### config.mk
export PLATFORM = sky130hd
export DESIGN_NAME = weight_loader
export DESIGN_NICKNAME = d
export VERILOG_FILES = /design/src/rtl/weight_loader.sv
export SDC_FILE = /design/constraint.sdc
export NUM_CORES = 1
export LEC_CHECK = 0
export CAP_MARGIN = 20
export CORE_AREA = 2 2 72 74
export DETAILED_ROUTE_END_ITERATION = 10
export DIE_AREA = 0 0 74 76
export PLACE_DENSITY = 0.95
export SYNTH_ARGS = -nofsm -noshare
export SYNTH_HDL_FRONTEND = slang
export SYNTH_SLANG_ARGS = --single-unit
### constraint.sdc
create_clock -name clk -period 3.9 [get_ports clk]
set_input_delay 0.78 -clock clk [delete_from_list [all_inputs] [get_ports clk]]
set_output_delay 0.78 -clock clk [all_outputs]
set_load 0.03 [all_outputs]
### src/rtl/weight_loader.sv
// Weight loader: fetches one 5x5/4x4/4x2 kernel plus its bias byte from the weight SRAM
// and replays each returned byte as a one-cycle strobe for the EPU weight buffer.
module weight_loader #(
    parameter int ADDR_W = 12
) (
    input  logic              clk,
    input  logic              rst_n,
    input  logic              i_start,
    input  logic [1:0]        i_mode,
    input  logic [ADDR_W-1:0] i_base_addr,
    output logic              o_mem_re,
    output logic [ADDR_W-1:0] o_mem_addr,
    input  logic              i_mem_ready,
    input  logic [7:0]        i_mem_rdata,
    output logic              o_weight_new,
    output logic              o_weight_new_16,
    output logic              o_weight_new_8,
    output logic [7:0]        o_weight,
    output logic              o_bias_new,
    output logic [7:0]        o_bias,
    output logic              o_busy,
    output logic              o_done,
    output logic              o_err
);

    typedef enum logic [1:0] {
        S_IDLE  = 2'd0,
        S_FETCH = 2'd1,
        S_DONE  = 2'd2
    } state_t;

    state_t            state_q, state_d;
    logic [1:0]        mode_q, mode_d;
    logic [ADDR_W-1:0] base_q, base_d;
    logic [4:0]        issue_q, issue_d;
    logic [4:0]        ret_q, ret_d;
    logic              pend_q, pend_d;
    logic              wn_q, wn_d;
    logic              wn16_q, wn16_d;
    logic              wn8_q, wn8_d;
    logic              bn_q, bn_d;
    logic [7:0]        weight_q, weight_d;
    logic [7:0]        bias_q, bias_d;
    logic              err_q, err_d;

    logic [4:0] n_bytes;
    logic [4:0] r_total;
    logic       issue_active;
    logic       accept;
    logic       start_ok;
    logic       start_bad;

    function automatic logic [4:0] weights_of_mode(input logic [1:0] m);
        case (m)
            2'b00:   return 5'd25;
            2'b01:   return 5'd16;
            2'b10:   return 5'd8;
            default: return 5'd0;
        endcase
    endfunction

    assign n_bytes      = weights_of_mode(mode_q);
    assign r_total      = n_bytes + 5'd1;
    assign issue_active = (state_q == S_FETCH) && (issue_q < r_total);
    assign accept       = issue_active && i_mem_ready;
    assign start_ok     = (state_q == S_IDLE) && i_start && (i_mode != 2'b11);
    assign start_bad    = (state_q == S_IDLE) && i_start && (i_mode == 2'b11);

    // State register
    always_ff @(posedge clk or negedge rst_n) begin
        if (!rst_n) begin
            state_q <= S_IDLE;
        end else begin
            state_q <= state_d;
        end
    end

    // Next-state logic: the load ends once the bias strobe has been presented
    always_comb begin
        state_d = state_q;
        case (state_q)
            S_IDLE:  if (start_ok) state_d = S_FETCH;
            S_FETCH: if (bn_q) state_d = S_DONE;
            S_DONE:  state_d = S_IDLE;
            default: state_d = S_IDLE;
        endcase
    end

    // Output logic
    always_comb begin
        o_mem_re   = issue_active;
        o_mem_addr = base_q + ADDR_W'(issue_q);
        o_busy     = (state_q != S_IDLE);
        o_done     = (state_q == S_DONE);
    end

    assign o_weight_new    = wn_q;
    assign o_weight_new_16 = wn16_q;
    assign o_weight_new_8  = wn8_q;
    assign o_weight        = weight_q;
    assign o_bias_new      = bn_q;
    assign o_bias          = bias_q;
    assign o_err           = err_q;

    // Datapath: pend_q marks that i_mem_rdata carries the return of last cycle's read
    always_comb begin
        mode_d   = mode_q;
        base_d   = base_q;
        issue_d  = issue_q;
        ret_d    = ret_q;
        pend_d   = accept;
        wn_d     = 1'b0;
        wn16_d   = 1'b0;
        wn8_d    = 1'b0;
        bn_d     = 1'b0;
        weight_d = weight_q;
        bias_d   = bias_q;
        err_d    = start_bad;

        if (start_ok) begin
            mode_d  = i_mode;
            base_d  = i_base_addr;
            issue_d = 5'd0;
            ret_d   = 5'd0;
        end

        if (accept) begin
            issue_d = issue_q + 5'd1;
        end

        if (pend_q) begin
            ret_d = ret_q + 5'd1;
            if (ret_q < n_bytes) begin
                weight_d = i_mem_rdata;
                case (mode_q)
                    2'b00:   wn_d   = 1'b1;
                    2'b01:   wn16_d = 1'b1;
                    default: wn8_d  = 1'b1;
                endcase
            end else begin
                bn_d   = 1'b1;
                bias_d = i_mem_rdata;
            end
        end
    end

    always_ff @(posedge clk or negedge rst_n) begin
        if (!rst_n) begin
            mode_q   <= 2'b00;
            base_q   <= '0;
            issue_q  <= 5'd0;
            ret_q    <= 5'd0;
            pend_q   <= 1'b0;
            wn_q     <= 1'b0;
            wn16_q   <= 1'b0;
            wn8_q    <= 1'b0;
            bn_q     <= 1'b0;
            weight_q <= 8'h00;
            bias_q   <= 8'h00;
            err_q    <= 1'b0;
        end else begin
            mode_q   <= mode_d;
            base_q   <= base_d;
            issue_q  <= issue_d;
            ret_q    <= ret_d;
            pend_q   <= pend_d;
            wn_q     <= wn_d;
            wn16_q   <= wn16_d;
            wn8_q    <= wn8_d;
            bn_q     <= bn_d;
            weight_q <= weight_d;
            bias_q   <= bias_d;
            err_q    <= err_d;
        end
    end

endmodule

==> results_dict.tcl <==
set metrics [dict create \
    status "finished clean" \
    die_w_um 74 \
    slew_violations 0 \
    vias_per_cell 5.34 \
    grt.overflow.total 0 \
    final_nets 319 \
    drt-met1-wl_mm 2.13 \
    worstSetupPathType "register to output pin" \
    cts_tree "built" \
    end_kind "output pin" \
    wirelength_mm 5.01 \
    cts-htree-levels 2 \
    first_pass_iters 4 \
    io_pins 62 \
    dr.first_iter.drc_count 121 \
    grt_use_total_pct 18.9 \
    slowest_delay_ns 0.69 \
    wl_met2_mm 2.60 \
    setup_tns_ns 0 \
    grt_first_pass_wirelength_mm 8.45 \
    synthFlopType "dfrtp_1" \
    netlist_top_cells_count "48 x dfrtp_1, 22 x mux2_2, 14 x nand2_1" \
    fin_crit_ns 3.67 \
    tightest_slew_ns 0.762 \
    synth_edf_count 0 \
    syn-cell-area_sq_mm 0.00251 \
    rows 26 \
    clock_sinks 48 \
    met3_length_um 258 \
    numPortBuffers 61 \
    drc 0 \
    start_util_pct 51.0 \
    rr_endpoint "issue_q[2]" \
    dieArea_sq_mm 0.00562 \
    cp_max_fo 6 \
    reg2reg_from "mode_q[0]" \
    setup.worst_path.start_class "register" \
    root_buffer "clkbuf_8" \
    synthSimpleGateAreaFrac_pct 11.1 \
    critPathSlowestCell "clkdlybuf4s50_1" \
    holdWs_ns 0.314 \
    antenna_found_initial 0 \
    area_delta_synth_final_pct 31.3 \
    synth_compound_area_share_pct 13.7 \
    ys_top_cells_by_area "dfrtp_1 48%, mux2_2 9.9%, ha_1 6.0%" \
    cp_cell_sequence "ha_1 -> fa_1 -> a21o_1 -> a21oi_1 -> o21ai_0 -> xor2_1 -> clkdlybuf4s50_1" \
    hold_class "primary input to async pin" \
    rsz0062_at_grt "no" \
    clock_latency_ns 0.30 \
    wl_per_cell_um 14.3 \
    grt_pass1_vias 1826 \
    r2r_cells 6 \
    netlist.top_cell.by_area "dfrtp_1" \
    setup_viol 0 \
    yosysWarnings 0 \
    ys_types 41 \
    ys_seq_area_share_pct 47.9 \
    maxCapViolCount 0 \
    power.density_mw_per_mm2 989 \
    synth_xor_area_share_pct 2.80 \
    crit_buf_inv 1 \
    core_area_sq_mm 0.00491 \
    netlist_instances 219 \
    muxShareOfSynthArea_pct 14.5 \
    die_y_um 76 \
    synth_nets 258 \
    dp_hpwl_mm 3.66 \
    antenna_cells 0 \
    post_cts_resized 0 \
    max_freq_mhz 272 \
    clk_path_buf_depth 2 \
    power_leakage_uw 0.00146 \
    layout-drive-gt1-share_pct 16.4 \
    avgSynthCellArea_sq_um 11.4 \
    finalHoldViolCount 0 \
    grt_max_degree 49 \
    synthAdderAreaFrac_pct 6.79 \
    cpLargestDelayFamily "buffers and inverters" \
    cts_buffers 5 \
    drtAntennaViolNets 0 \
    reg2reg_slack_ns 1.46 \
    place_congestion 0.810 \
    postCtsSetupRepairBufs 0 \
    path_clk_slew_ns 0.09 \
    vias 1873 \
    relSlewSlack_pct 49.1 \
    worstPathArrival_ns 2.89 \
    yosysMostFrequentCell "dfrtp_1" \
    crit_required_ns 3.12 \
    synth-seq-cells 48 \
    finalClockSkew_ns 0.00813 \
    irDropWorstVdd_mv 0.617 \
    synth_top_family_by_area "multiplexers" \
    hold_buffers 0 \
    finalCritPeriodShare_pct 94.1 \
    synth_top_cell_area_share_pct 47.9 \
    async_reset_ff_share_pct 100 \
    routed.top_layer "met4" \
]
## report_power, final
| group | leakage [uW] | internal (uW) | switching [uW] |
|---|---|---|---|
| clock | 0.0000552 | 190 | 164 |
| combinational | 0.000812 | 912 | 1040 |
| sequential | 0.000591 | 723 | 225 |
| total | 0.00146 | 1820 | 1430 |
## cell usage in the layout (no fill, tap or decap), drive strengths merged, types with 2 or more instances in the layout
master         instances
nand3                  6
o21bai                 2
dfrtp                 48
o211ai                 5
a21o                   2
o311ai                 2
a31o                   2
a211oi                 3
clkbuf                 6
nor3b                  3
o21a                   3
nor2b                  4
o21ai                 14
nand2                 14
xor2                   4
clkdlybuf4s50         60
nand4                  2
and3                   2
a21oi                  8
ha                    12
inv                   11
or2                    4
nor2                   9
mux2                  29
nand2b                 3
or3                    2
xnor2                  4
a211o                  2
buf                    2
o22a                   2
## worst max-delay path by stage
| stage | start | end | slack, ns | cells after the start |
|---|---|---|---|---|
| floorplan | mode_q[0] | o_mem_re | 0.29 | 5 |
| global placement | issue_q[0] | o_mem_addr[6] | 0.58 | 7 |
| detailed placement | issue_q[0] | o_mem_addr[6] | 0.54 | 7 |
| CTS | issue_q[0] | o_mem_addr[6] | 0.21 | 7 |
| global route | issue_q[0] | o_mem_addr[6] | 0.009 | 7 |
| finish | issue_q[0] | o_mem_addr[6] | 0.23 | 7 |
## kinds of logic (layout without fill, tap and decap cells)
group / count (synthesis) / after routing
and+or+nand+nor: 52 / 52
xor gates and xnor gates: 8 / 8
muxes: 30 / 30
buffers and inverters: 19 / 81
AOI/OAI and AO/OA: 49 / 49
adders and majority gates: 13 / 13
DFF: 48 / 48
## per-layer routing
metal	global-route usage, %	vias to the layer above
met4	3.64	0
li1	-	908
met5	0	-
met2	31.4	46
met1	24.7	917
met3	4.89	2
## metrics by stage
| stage | power [uW] | instances | area [sq um] | utilization [%] | worst slack, ns |
|---|---|---|---|---|---|
| after global placement | 2850 | 342 | 3160 | 64.4 | 0.581 |
| after detailed placement | 2910 | 342 | 3160 | 64.4 | 0.543 |
| after floorplan | 2240 | 219 | 2510 | - | 0.286 |
| after CTS | 3280 | 350 | 3270 | 66.6 | 0.207 |
| after global routing | 3470 | 351 | 3290 | 67.0 | 0.00897 |
| final | 3250 | 351 | 3290 | 67.0 | 0.228 |
## flip-flops by register name (all words and copies together), names as in the netlist
register         flops
base_q              12
o_bias               8
o_weight             8
issue_q              5
ret_q                5
mode_q               2
state_q              2
o_bias_new           1
o_err                1
o_weight_new         1
o_weight_new_16      1
o_weight_new_8       1
pend_q               1
## worst register-to-register path, cell delays in order (launching register included)
cell and delay (ns):
dfrtp_1 0.44, or2_2 0.35, ha_1 0.27, and3_1 0.16, a2111o_1 0.50, or2_0 0.34
a31o_2 0.27
## final cells by class
class	count	area (sq um)
fill	372	1620
multi-input combinational	152	1230
sequential	48	1200
timing repair buffer	62	626
tap	70	87.6
clock buffer	6	72.6
inverter	11	41.3
clock inverter	2	35.0
No activity file was read; power rests on OpenSTA's default activity.
